### src/rtl/alu_pkg.sv
// Shared definitions for the 8-bit ALU: data width and the 4-bit opcode map.
// Imported by the RTL and by the testbench.
package alu_pkg;

    localparam int DATA_W = 8;
    localparam int OP_W   = 4;

    localparam logic [OP_W-1:0] OP_ADD  = 4'b0000;
    localparam logic [OP_W-1:0] OP_SUB  = 4'b0001;
    localparam logic [OP_W-1:0] OP_MUL  = 4'b0010;
    localparam logic [OP_W-1:0] OP_DIV  = 4'b0011;
    localparam logic [OP_W-1:0] OP_MOD  = 4'b0100;
    localparam logic [OP_W-1:0] OP_SHL  = 4'b0101;
    localparam logic [OP_W-1:0] OP_LTH  = 4'b0110;
    localparam logic [OP_W-1:0] OP_EQ   = 4'b0111;
    localparam logic [OP_W-1:0] OP_GTH  = 4'b1000;
    localparam logic [OP_W-1:0] OP_AND  = 4'b1001;
    localparam logic [OP_W-1:0] OP_OR   = 4'b1010;
    localparam logic [OP_W-1:0] OP_XOR  = 4'b1011;
    localparam logic [OP_W-1:0] OP_NAND = 4'b1100;
    localparam logic [OP_W-1:0] OP_SHR  = 4'b1101;
    localparam logic [OP_W-1:0] OP_NOT  = 4'b1110;
    localparam logic [OP_W-1:0] OP_PASS = 4'b1111;

    // Compare outcomes live in bit 0 only.
    function automatic logic [DATA_W-1:0] flag_word(input logic flag);
        return {{(DATA_W-1){1'b0}}, flag};
    endfunction

endpackage

### src/rtl/alu_datapath.sv
// Purely combinational ALU core: computes the next result from A, B and opcode.
// Divide/modulo by zero are mapped to fixed values so no X ever escapes.
module alu_datapath
    import alu_pkg::*;
(
    input  logic [DATA_W-1:0] A,
    input  logic [DATA_W-1:0] B,
    input  logic [OP_W-1:0]   opcode,
    output logic [DATA_W-1:0] result
);

    logic [2:0]        shamt;
    logic              b_zero;
    logic [DATA_W-1:0] quot;
    logic [DATA_W-1:0] rem;

    assign shamt  = B[2:0];
    assign b_zero = (B == '0);
    assign quot   = b_zero ? '1 : (A / B);
    assign rem    = b_zero ? A  : (A % B);

    always_comb begin
        result = '0;
        case (opcode)
            OP_ADD:  result = A + B;
            OP_SUB:  result = A - B;
            OP_MUL:  result = A * B;
            OP_DIV:  result = quot;
            OP_MOD:  result = rem;
            OP_SHL:  result = A << shamt;
            OP_LTH:  result = flag_word(A < B);
            OP_EQ:   result = flag_word(A == B);
            OP_GTH:  result = flag_word(A > B);
            OP_AND:  result = A & B;
            OP_OR:   result = A | B;
            OP_XOR:  result = A ^ B;
            OP_NAND: result = ~(A & B);
            OP_SHR:  result = A >> shamt;
            OP_NOT:  result = ~A;
            OP_PASS: result = A;
            default: result = '0;
        endcase
    end

endmodule

### src/rtl/alu.sv
// 8-bit unsigned ALU with a single registered output; one-cycle latency.
// Reset clears the output asynchronously and discards any pending result.
module alu
    import alu_pkg::*;
(
    input  logic              clk,
    input  logic              rst_n,
    input  logic [DATA_W-1:0] A,
    input  logic [DATA_W-1:0] B,
    input  logic [OP_W-1:0]   opcode,
    output logic [DATA_W-1:0] ALU_Out
);

    logic [DATA_W-1:0] next_result;

    alu_datapath u_datapath (
        .A      (A),
        .B      (B),
        .opcode (opcode),
        .result (next_result)
    );

    always_ff @(posedge clk or negedge rst_n) begin
        if (!rst_n) begin
            ALU_Out <= '0;
        end else begin
            ALU_Out <= next_result;
        end
    end

endmodule

### config.mk
export PLATFORM = sky130hd
export DESIGN_NAME = alu
export DESIGN_NICKNAME = d
export VERILOG_FILES = /design/src/rtl/alu_pkg.sv /design/src/rtl/alu_datapath.sv /design/src/rtl/alu.sv
export SDC_FILE = /design/constraint.sdc
export NUM_CORES = 1
export LEC_CHECK = 0
export CAP_MARGIN = 25
export CORE_ASPECT_RATIO = 0.9
export CORE_MARGIN = 5
export CORE_UTILIZATION = 30
export DETAILED_ROUTE_END_ITERATION = 6
export PLACE_DENSITY_LB_ADDON = 0.1
export SYNTH_ARGS = -nofsm -noshare
export SYNTH_HDL_FRONTEND = slang
export SYNTH_SLANG_ARGS = --single-unit
export TNS_END_PERCENT = 20
### constraint.sdc
create_clock -name clk -period 0.8 [get_ports clk]
set_input_delay 0.08 -clock clk [delete_from_list [all_inputs] [get_ports clk]]
set_output_delay 0.08 -clock clk [all_outputs]
set_load 0.05 [all_outputs]
==> results.yml, run 1 <==
outcome:
  run_status: "finished, violations left"
  failed_checks: "setup timing"
global_routing:
  initial_antenna_violation_count: 0
  grt_pass1_vias: 7108
  grtUsageTotal_pct: 23.9
  grt.overflow.total: 0
  grt_pass1_wl_mm: 38.6
  grt_start_max_net_pins: 31
job:
  drv.max_cap_violation_count: 0
routing:
  vias_per_cell: 5.45
  detail_route.first_pass.iterations: 5
  detailed_route_via_count: 7057
  detail_route.wirelength_mm: 25.5
  drc: 0
  routed_wire_length_per_instance_um: 19.7
  ant_nets: 0
  detailedRoute.firstIterationViolations: 608
setup_path:
  critPathMaxStageDelay_ns: 0.54
  worstPathMaxFanout: 7
  critical_path.startpoint_type: "primary input"
  worst_setup_path_end_kind: "flop"
  worst_ep_required_time_ns: 0.90
  crit_end: "ALU_Out[0]"
  critical-path-slowest-cell: "or4_4"
  worst-path-buf-inv: 7
  critPathLaunch: "B[4]"
  cp_top_delay_family: "compound AO/OA/AOI/OAI gates"
  critical_path_class: "in -> reg"
  worst-endpoint-arrival_ns: 9.85
  timing.critical_path.depth: 51
floorplanning:
  coreArea_mm2: 0.0175
  placement_rows: 46
  floorplan.initialDensity_pct: 30.3
  die_area_mm2: 0.0204
  fp.dieW_um: 150
  floorplan.die.height_um: 136
  floorplan.io_pins: 30
timing:
  worst_pin_slew_ns: 0.465
  period_needed_ns: 9.74
  setup_viol: 16
  report.final.slew_viol_count: 0
  slew_headroom_pct: 68.7
  worst_slack_ns: -8.94
  rsz_0062_raised_after_global_routing: "yes"
  timing.fmax_mhz: 103
  timing.hold.ws_ns: 0.129
  fin_crit_sh_pct: 1220
  hold_viol_final: 0
pwr:
  power-per-cell-area_mw_per_mm2: 1300
  pnr_total_power_uw: 12200
  leakage_uw: 0.00426
  power.ir.vdd_worst_mv: 0.903
yosys:
  synth_nets: 851
  synth.lib_cells_used.distinct: 71
  synthMostInstantiatedCell: "ha_1"
  async_flop_share_pct: 100
  synth_largest_area_cell: "ha_1"
  synth_seq_area_share_pct: 3.78
  synthesis.instances: 734
  synth-edff-count: 0
  syn-cell-area_mm2: 0.00530
  post_synth.cell_area_avg_um2: 7.22
  ys.flop_type: "dfrtp_1"
  synth-warning-count: 0
  yosys_register_bits: 8
  synth.top_cell.area_share_pct: 18.9
  synth_area_leaders: "ha_1 19%, fa_1 5.7%, nor2_1 5.2%, xnor2_1 4.3%, nand2_1 4.2%"
  yosys-top-cells-count: "80 x ha_1, 74 x nor2_1, 60 x nand2_1"
layout:
  antenna_cells_inserted: 0
  fraction_of_final_layout_cells_with_drive_strength_greater_than_1_pct: 46.1
  layout_top_registers: "ALU_Out: 8 flops"
  largest_register_ff_count: 8
  flow.area_growth_from_synthesis_pct: 77.1
  fillCellCount: 1664
  num-nets-final: 1175
  regMostFlops: "ALU_Out"
clock_tree:
  clk_path_buf_depth: 2
  numCtsBuffers: 3
  ctsRootBufferMaster: "clkbuf_16"
  clock-sinks: 8
  clkTransAtPathRegs_ns: 0.03
  ctsHtreeMaxLevel: 1
  cts_tree: "done"
placed_design:
  post-dp-hpwl_mm: 19.1
  finalWeightedCongestion: 0.982
  post_placement_worst_setup_slack_ns: -9.72
  io_buffers: 29
min_path:
  min_path_type: "in -> async"
==> cells by family after synthesis <==
| kind of cell | count (synthesis) | synth area share, % |
|---|---|---|
| and+or+nand+nor | 253 | 23.3 |
| AOI/OAI and AO/OA | 224 | 29.4 |
| adders and majority gates | 95 | 24.5 |
| buffers and inverters | 92 | 6.56 |
| xor gates and xnor gates | 35 | 5.78 |
| muxes | 27 | 6.63 |
| DFF | 8 | 3.78 |
==> how the worst min path moves through the flow <==
stage               startpoint         end  slack, ns  cells after the start
finish                   rst_n  ALU_Out[1]       0.13                      1
CTS                      rst_n  ALU_Out[4]       0.13                      1
global route             rst_n  ALU_Out[4]       0.17                      1
detailed placement       rst_n  ALU_Out[4]       0.37                      1
global placement         rst_n  ALU_Out[7]       0.37                      1
floorplan                rst_n  ALU_Out[0]      -0.22                      0
==> cells in the final DEF (no fill, tap or decap), types with 6 or more instances in the layout <==
master and instances:
a211oi_1 9, nand2b_1 14, nor2b_1 15, a21oi_2 9, buf_6 10, ha_2 6
o21ai_0 26, xnor2_1 25, buf_4 319, fa_1 14, buf_12 12, o21a_1 11
mux4_2 6, nand3_1 9, a21oi_1 30, dfrtp_1 8, nand2_2 6, inv_1 49
mux2i_1 15, nor2_1 62, o211ai_1 9, ha_1 61, nor3_4 6, clkdlybuf4s50_1 12
a21o_1 11, nor3_1 22, nor2_4 7, a31oi_1 11, xor2_1 9, nand2_1 50
ha_4 13, a211oi_4 6, or3_1 6
==> what timing repair did <==
item / in CTS / in global routing
hold buffers: 0 / 0
setup endpoints to repair: 16 / 16
pin swaps: 44 / 68
gates cloned: 1 / 0
setup buffers: 43 / 23
gates resized for setup: 101 / 77
==> metal layers <==
| metal | vias up | global-route usage, % | part of all wire (%) |
|---|---|---|---|
| li1 | 3345 | - | - |
| met4 | 0 | 4.93 | 2.6 |
| met2 | 239 | 40.5 | 47 |
| met3 | 42 | 3.03 | 6.1 |
| met1 | 3431 | 32.7 | 45 |
| met5 | - | 0 | 0 |
==> power breakdown <==
group          internal (µW)  total (µW)  switching, µW
Clock                    643         823            180
Combinational           5460       10800           5320
Sequential               500         575           74.9
Total                   6600       12200           5570
==> cell type report <==
cell class	instances	area, µm²	area share [%]
clock buffer	3	75.1	0.799
inverter	50	191	2.04
multi-input combinational	634	5690	60.6
sequential	8	200	2.13
tap	240	300	3.20
timing repair buffer	361	2940	31.3
==> per-stage QoR <==
stage	util, %	cells	cell area [µm²]	TNS, ns
floorplan	-	734	5550	-68.49
global placement	46.0	1228	8050	-75.04
detailed placement	46.0	1228	8050	-77.00
CTS	50.5	1274	8830	-70.12
global route	53.7	1296	9390	-74.68
finish	53.7	1296	9390	-71.43
(Power assumes the default switching activity.)
==> run 2, diff against run 1 <==
ABC_AREA = 1   (was unset)
HOLD_SLACK_MARGIN = 0.12   (was unset)
==> results.yml, run 2 <==
timing:
  timing.fmax_mhz: 121
  fin_setup_tns_ns: -58.86
  worst_pin_slew_ns: 0.538
  worst_slack_ns: -7.45
  report.final.slew_viol_count: 0
  setup_viol: 16
  hold_viol_final: 0
  timing.hold.ws_ns: 0.130
  period_needed_ns: 8.25
  slew_headroom_pct: 63.8
  fin_crit_sh_pct: 1030
  rsz_0062_raised_after_global_routing: "yes"
layout:
  regMostFlops: "ALU_Out"
  final_area_mm2: 0.00910
  final_cell_mix: "323 x buf_4, 149 x nand2_1, 115 x inv_1"
  fillCellCount: 1503
  finish.cell_count_without_fillers: 1368
  mostFrequentLayoutCell: "buf_4"
  flow.area_growth_from_synthesis_pct: 81.1
  antenna_cells_inserted: 0
  layout_top_registers: "ALU_Out: 8 flops"
  fraction_of_final_layout_cells_with_drive_strength_greater_than_1_pct: 46.8
  num-nets-final: 1280
  largest_register_ff_count: 8
floorplanning:
  placement_rows: 44
  fp.dieW_um: 146
  floorplan.die.height_um: 133
  coreArea_mm2: 0.0163
  die_area_mm2: 0.0194
  floorplan.io_pins: 30
  floorplan.initialDensity_pct: 30.8
yosys:
  synth_area_leaders: "ha_1 20%, nand2_1 14%, inv_1 9.5%, fa_1 6.0%, a21oi_1 4.9%"
  synth_largest_area_cell: "ha_1"
  synth_seq_area_share_pct: 3.99
  yosys-top-cells-count: "194 x nand2_1, 127 x inv_1, 80 x ha_1"
  syn-cell-area_mm2: 0.00502
  synth_compound_area_share_pct: 19.4
  main_combinational_cell_family_by_area_after_synthesis: "simple AND/OR/NAND/NOR gates"
  synth-edff-count: 0
  synthesis.instances: 809
  synth-xor-area-share_pct: 6.60
  post_synth.cell_area_avg_um2: 6.21
  synthMostInstantiatedCell: "nand2_1"
  synth.lib_cells_used.distinct: 56
  synth_nets: 926
  yosys_register_bits: 8
  async_flop_share_pct: 100
  synth-adder-area-share_pct: 25.9
  synth-simple-area-share_pct: 31.5
  synth.top_cell.area_share_pct: 19.9
  post_synth_mux_area_share_pct: 0.199
  synth-warning-count: 0
  ys.flop_type: "dfrtp_1"
pwr:
  power-per-cell-area_mw_per_mm2: 1200
  cellInternalPower_uw: 5740
  leakage_uw: 0.00479
  netSwitchingFraction_pct: 47.2
  clk_pwr_share_pct: 7.6
  combPwrFrac_pct: 87.3
  power.ir.vdd_worst_mv: 0.677
  switching_power_uw: 5130
  seq_power_share_pct: 5.1
min_path:
  min_path_type: "in -> async"
setup_path:
  critical_path_class: "in -> reg"
  worst-endpoint-arrival_ns: 8.36
  worst_ep_required_time_ns: 0.91
  critical_path.startpoint_type: "primary input"
  worstPathMaxFanout: 4
  critical-path-slowest-cell: "ha_1"
  critPathMaxStageDelay_ns: 0.29
  cpMostUsedCell: "buf_4"
  worst_setup_path_end_kind: "flop"
routing:
  vias_per_cell: 5.07
  drc: 0
  detailed_route_via_count: 6937
  detailedRoute.firstIterationViolations: 365
  detail_route.first_pass.iterations: 6
  ant_nets: 0
  detail_route.wirelength_mm: 23.0
  routed_wire_length_per_instance_um: 16.8
placed_design:
  place_area_mm2: 0.00765
  dp_cells: 1278
  post-dp-hpwl_mm: 17.2
  post_placement_worst_setup_slack_ns: -8.32
  finalWeightedCongestion: 1.02
  io_buffers: 29
job:
  drv.max_cap_violation_count: 0
clock_tree:
  ctsHtreeMaxLevel: 1
  cts_hold_repair.buffers: 0
  clk_path_buf_depth: 2
  numCtsBuffers: 3
  clkTransAtPathRegs_ns: 0.04
  clock-sinks: 8
  ctsRootBufferMaster: "clkbuf_16"
  cts_tree: "done"
global_routing:
  grt.overflow.total: 0
  grtUsageTotal_pct: 22.5
  grt_pass1_wl_mm: 35.7
  grt_pass1_vias: 6954
  initial_antenna_violation_count: 0
  grt_start_max_net_pins: 28
outcome:
  failed_checks: "setup timing"
  run_status: "finished, violations left"
## run 2: cell types whose count changed after synthesis, sizes merged, moves of 14 or more
cell / previous run / this run
inv: 50 / 144
xor2: 9 / 23
nor2b: 16 / 0
mux2i: 16 / 1
nand3: 11 / 51
a211oi: 18 / 2
nor2: 74 / 52
o21ai: 37 / 57
nor3: 29 / 10
nand2: 60 / 202
clkbuf: 34 / 6
## run 2: repair_timing
action                                  4_1_cts  5_1_grt
cloned                                        0        0
setup buffers                                80        8
pin swaps                                    87       68
resized for setup                           125       75
endpoints found under the setup margin       16       16
hold endpoints to repair                      0        0
## run 2: final cells by class
cell class	count	area [µm²]	area share, %
Sequential cell	8	200	2.20
Clock buffer	3	75.1	0.825
Timing Repair Buffer	365	2930	32.2
Tap cell	207	259	2.85
Multi-Input combinational cell	639	5040	55.4
Inverter	146	589	6.48
## run 2: how the worst max path moves through the flow
stage / startpoint / end / slack, ns / depth (start not counted)
after global routing: B[0] / ALU_Out[0] / -7.79 / 67
final: B[0] / ALU_Out[5] / -7.45 / 67
after global placement: B[0] / ALU_Out[3] / -8.25 / 65
after CTS: B[0] / ALU_Out[0] / -7.15 / 69
after floorplan: B[0] / ALU_Out[0] / -7.06 / 68
after detailed placement: B[0] / ALU_Out[3] / -8.32 / 64
## run 2: kinds of logic (layout without fill, tap and decap cells)
group | Yosys count | count (layout)
adder cells (fa/ha/maj) | 95 | 95
AND/OR/NAND/NOR | 346 | 346
multiplexers | 1 | 1
AO/OA/AOI/OAI | 160 | 160
XOR/XNOR | 37 | 37
buffers and inverters | 162 | 514
flip-flops | 8 | 8
## run 2: stage by stage
| step | util (%) | power (µW) |
|---|---|---|
| floorplan | - | 4790 |
| global placement | 46.9 | 8220 |
| detailed placement | 46.9 | 8320 |
| CTS | 53.7 | 10100 |
| global route | 55.8 | 11700 |
| finish | 55.8 | 10900 |
## run 2: worst max-delay path: cells and delay by family
kind	cells	cell delay, ns
buffers and inverters	48	5.60
adders and majority gates	3	0.82
and+or+nand+nor	11	1.22
AOI/OAI and AO/OA	5	0.65
## run 2: per-layer routing
| layer | track usage [%] | vias to the layer above | wire length [µm] |
|---|---|---|---|
| met4 | 6.58 | 0 | 829 |
| met5 | 0 | - | 0 |
| met1 | 29.3 | 3256 | 9840 |
| met3 | 3.45 | 67 | 1480 |
| met2 | 38.7 | 255 | 10800 |
| li1 | - | 3359 | - |
## run 2: power by group through the flow
stage	logic, µW	clock network [µW]	registers [µW]
3_5_place_dp	7750	0	566
4_1_cts	8730	827	562
2_1_floorplan	3990	0	803
6_report	9490	823	559
3_3_place_gp	7650	0	565
5_1_grt	10300	856	569
==> run 3, diff against run 2 <==
CORE_UTILIZATION = 65   (was 30)
==> results.yml, run 3 <==
placed_design:
  finalWeightedCongestion: 1.22
  io_buffers: 29
  post-dp-hpwl_mm: 22.1
yosys:
  yosys_register_bits: 8
  syn-cell-area_mm2: 0.00502
  synth_largest_area_cell: "ha_1"
  synth_seq_area_share_pct: 3.99
  async_flop_share_pct: 100
  post_synth.cell_area_avg_um2: 6.21
  synth_nets: 926
  synth.lib_cells_used.distinct: 56
  synth-warning-count: 0
  synthesis.instances: 809
  synth.top_cell.area_share_pct: 19.9
  synth-edff-count: 0
  synth_area_leaders: "ha_1 20%, nand2_1 14%, inv_1 9.5%, fa_1 6.0%, a21oi_1 4.9%"
  ys.flop_type: "dfrtp_1"
  synthMostInstantiatedCell: "nand2_1"
  yosys-top-cells-count: "194 x nand2_1, 127 x inv_1, 80 x ha_1"
floorplanning:
  floorplan.io_pins: 30
  placement_rows: 30
  floorplan.initialDensity_pct: 66.6
  fp.dieW_um: 103
  floorplan.die.height_um: 93.4
outcome:
  run_status: "did not finish"
  failing_step: "detailed placement"
  error_message: "[ERROR DPL-0033] detailed placement checks failed during check placement."
run 3: cell counts after synthesis:
No cell type changed its count.
run 3: cell families after synthesis:
group,after synthesis,synth area share [%]
AND/OR/NAND/NOR,346,31.5
flip-flops,8,3.99
multiplexers,1,0.199
buffers and inverters,162,12.4
XOR/XNOR,37,6.60
adder cells (fa/ha/maj),95,25.9
AO/OA/AOI/OAI,160,19.4
run 3: stage by stage:
step	cell area, µm²	setup slack (ns)	cells	hold slack, ns
after floorplan	5220	-7.06	809	-0.216
after global placement	7440	-8.00	1159	0.380
==> run 4, diff against run 3 <==
CORE_ASPECT_RATIO = unset   (was 0.9)
CORE_UTILIZATION = 40   (was 65)
HOLD_SLACK_MARGIN = unset   (was 0.12)
PLACE_DENSITY_LB_ADDON = 0.15   (was 0.1)
==> results.yml, run 4 (same netlist as run 2, synthesis figures left out) <==
outcome:
  run_status: "finished, violations left"
  failed_checks: "setup timing"
setup_path:
  cpMostUsedCell: "nand2_2"
  worst_ep_required_time_ns: 0.88
  critPathLaunch: "B[0]"
  worst-endpoint-arrival_ns: 8.51
  critical_path.startpoint_type: "primary input"
  critical_path_class: "in -> reg"
  critPathMaxStageDelay_ns: 0.30
  worst_setup_path_end_kind: "flop"
  worstPathMaxFanout: 8
  critical-path-slowest-cell: "ha_4"
timing:
  worst_pin_slew_ns: 0.496
  slew_headroom_pct: 66.1
  setup_viol: 16
  timing.hold.ws_ns: 0.137
  timing.fmax_mhz: 119
  fin_crit_sh_pct: 1050
  hold_viol_final: 0
  report.final.slew_viol_count: 0
  rsz_0062_raised_after_global_routing: "yes"
  period_needed_ns: 8.43
  worst_slack_ns: -7.63
routing:
  detail_route.first_pass.iterations: 5
  detailed_route_via_count: 7081
  detailedRoute.firstIterationViolations: 593
  routed_wire_length_per_instance_um: 18.6
  vias_per_cell: 5.45
  detail_route.wirelength_mm: 24.2
  drc: 0
  ant_nets: 0
clock_tree:
  ctsHtreeMaxLevel: 1
  clk_path_buf_depth: 2
  numCtsBuffers: 3
  cts_hold_repair.buffers: 0
  clkTransAtPathRegs_ns: 0.04
  ctsRootBufferMaster: "clkbuf_16"
  clock-sinks: 8
  cts_tree: "done"
floorplanning:
  die_area_mm2: 0.0149
  coreArea_mm2: 0.0125
  floorplan.io_pins: 30
  placement_rows: 41
  floorplan.initialDensity_pct: 40.3
  floorplan.die.height_um: 122
  fp.dieW_um: 122
pwr:
  leakage_uw: 0.00467
  pnr_total_power_uw: 11400
  power-per-cell-area_mw_per_mm2: 1270
  power.ir.vdd_worst_mv: 0.971
global_routing:
  grt_pass1_wl_mm: 35.7
  grtUsageTotal_pct: 30.3
  grt_start_max_net_pins: 28
  initial_antenna_violation_count: 0
  grt.overflow.total: 0
  grt_pass1_vias: 7254
layout:
  layout_top_registers: "ALU_Out: 8 flops"
  flow.area_growth_from_synthesis_pct: 78.8
  area.sequential_um2: 200
  fraction_of_final_layout_cells_with_drive_strength_greater_than_1_pct: 46.8
  final_cell_mix: "294 x buf_4, 142 x nand2_1, 116 x inv_1"
  largest_register_ff_count: 8
  mostFrequentLayoutCell: "buf_4"
  antenna_cells_inserted: 0
  regMostFlops: "ALU_Out"
  fillCellCount: 982
  num-nets-final: 1247
  multi_input_area_mm2: 0.00523
placed_design:
  post_placement_worst_setup_slack_ns: -8.50
  io_buffers: 29
  finalWeightedCongestion: 0.991
  post-dp-hpwl_mm: 17.5
min_path:
  min_path_type: "in -> async"
job:
  drv.max_cap_violation_count: 0
run 4: power breakdown:
part           total (µW)  leakage (µW)  switching (µW)  internal, µW
Combinational        9970       0.00453            5230          4750
Sequential            561     0.0000995            72.9           488
Clock                 844     0.0000370             199           645
run 4: cell type report:
class,instances,area share [%]
multi-input cells,639,58.3
repair buffers,332,29.8
inverters,146,6.47
well taps,172,2.40
flip-flops and latches,8,2.23
clock buffers,3,0.836
run 4: per-layer routing:
metal,GRT usage [%],up-vias,part of all wire [%]
li1,-,3294,-
met1,35.3,3384,39
met2,55.0,308,49
met3,4.27,95,6.3
met4,13.0,0,5.6
met5,0,-,0
run 4: timing repair:
action | CTS | global route
setup buffers | 41 | 15
pin swaps | 75 | 86
resized for setup | 126 | 102
endpoints found under the setup margin | 16 | 16
run 4: stage by stage:
stage	setup TNS (ns)	area, µm²	instances	util [%]
CTS	-58.10	8450	1285	67.8
detailed placement	-67.36	7590	1241	60.9
finish	-61.09	8980	1300	72.0
floorplan	-56.00	5220	809	-
global route	-63.85	8980	1300	72.0
global placement	-64.74	7590	1241	60.9
run 4: critical path, delay by kind of cell:
| family | cells | cell delay, ns |
|---|---|---|
| AOI/OAI and AO/OA | 9 | 1.26 |
| xor gates and xnor gates | 1 | 0.17 |
| adders and majority gates | 7 | 1.70 |
| buffers and inverters | 17 | 1.78 |
| and+or+nand+nor | 31 | 3.49 |
run 4: worst paths after layout:
path                              end  cells after the start
worst max-delay path       ALU_Out[2]                     65
max in group asynchronous  ALU_Out[3]                      1
worst min-delay path       ALU_Out[5]                      1
min in group clk           ALU_Out[7]                      8
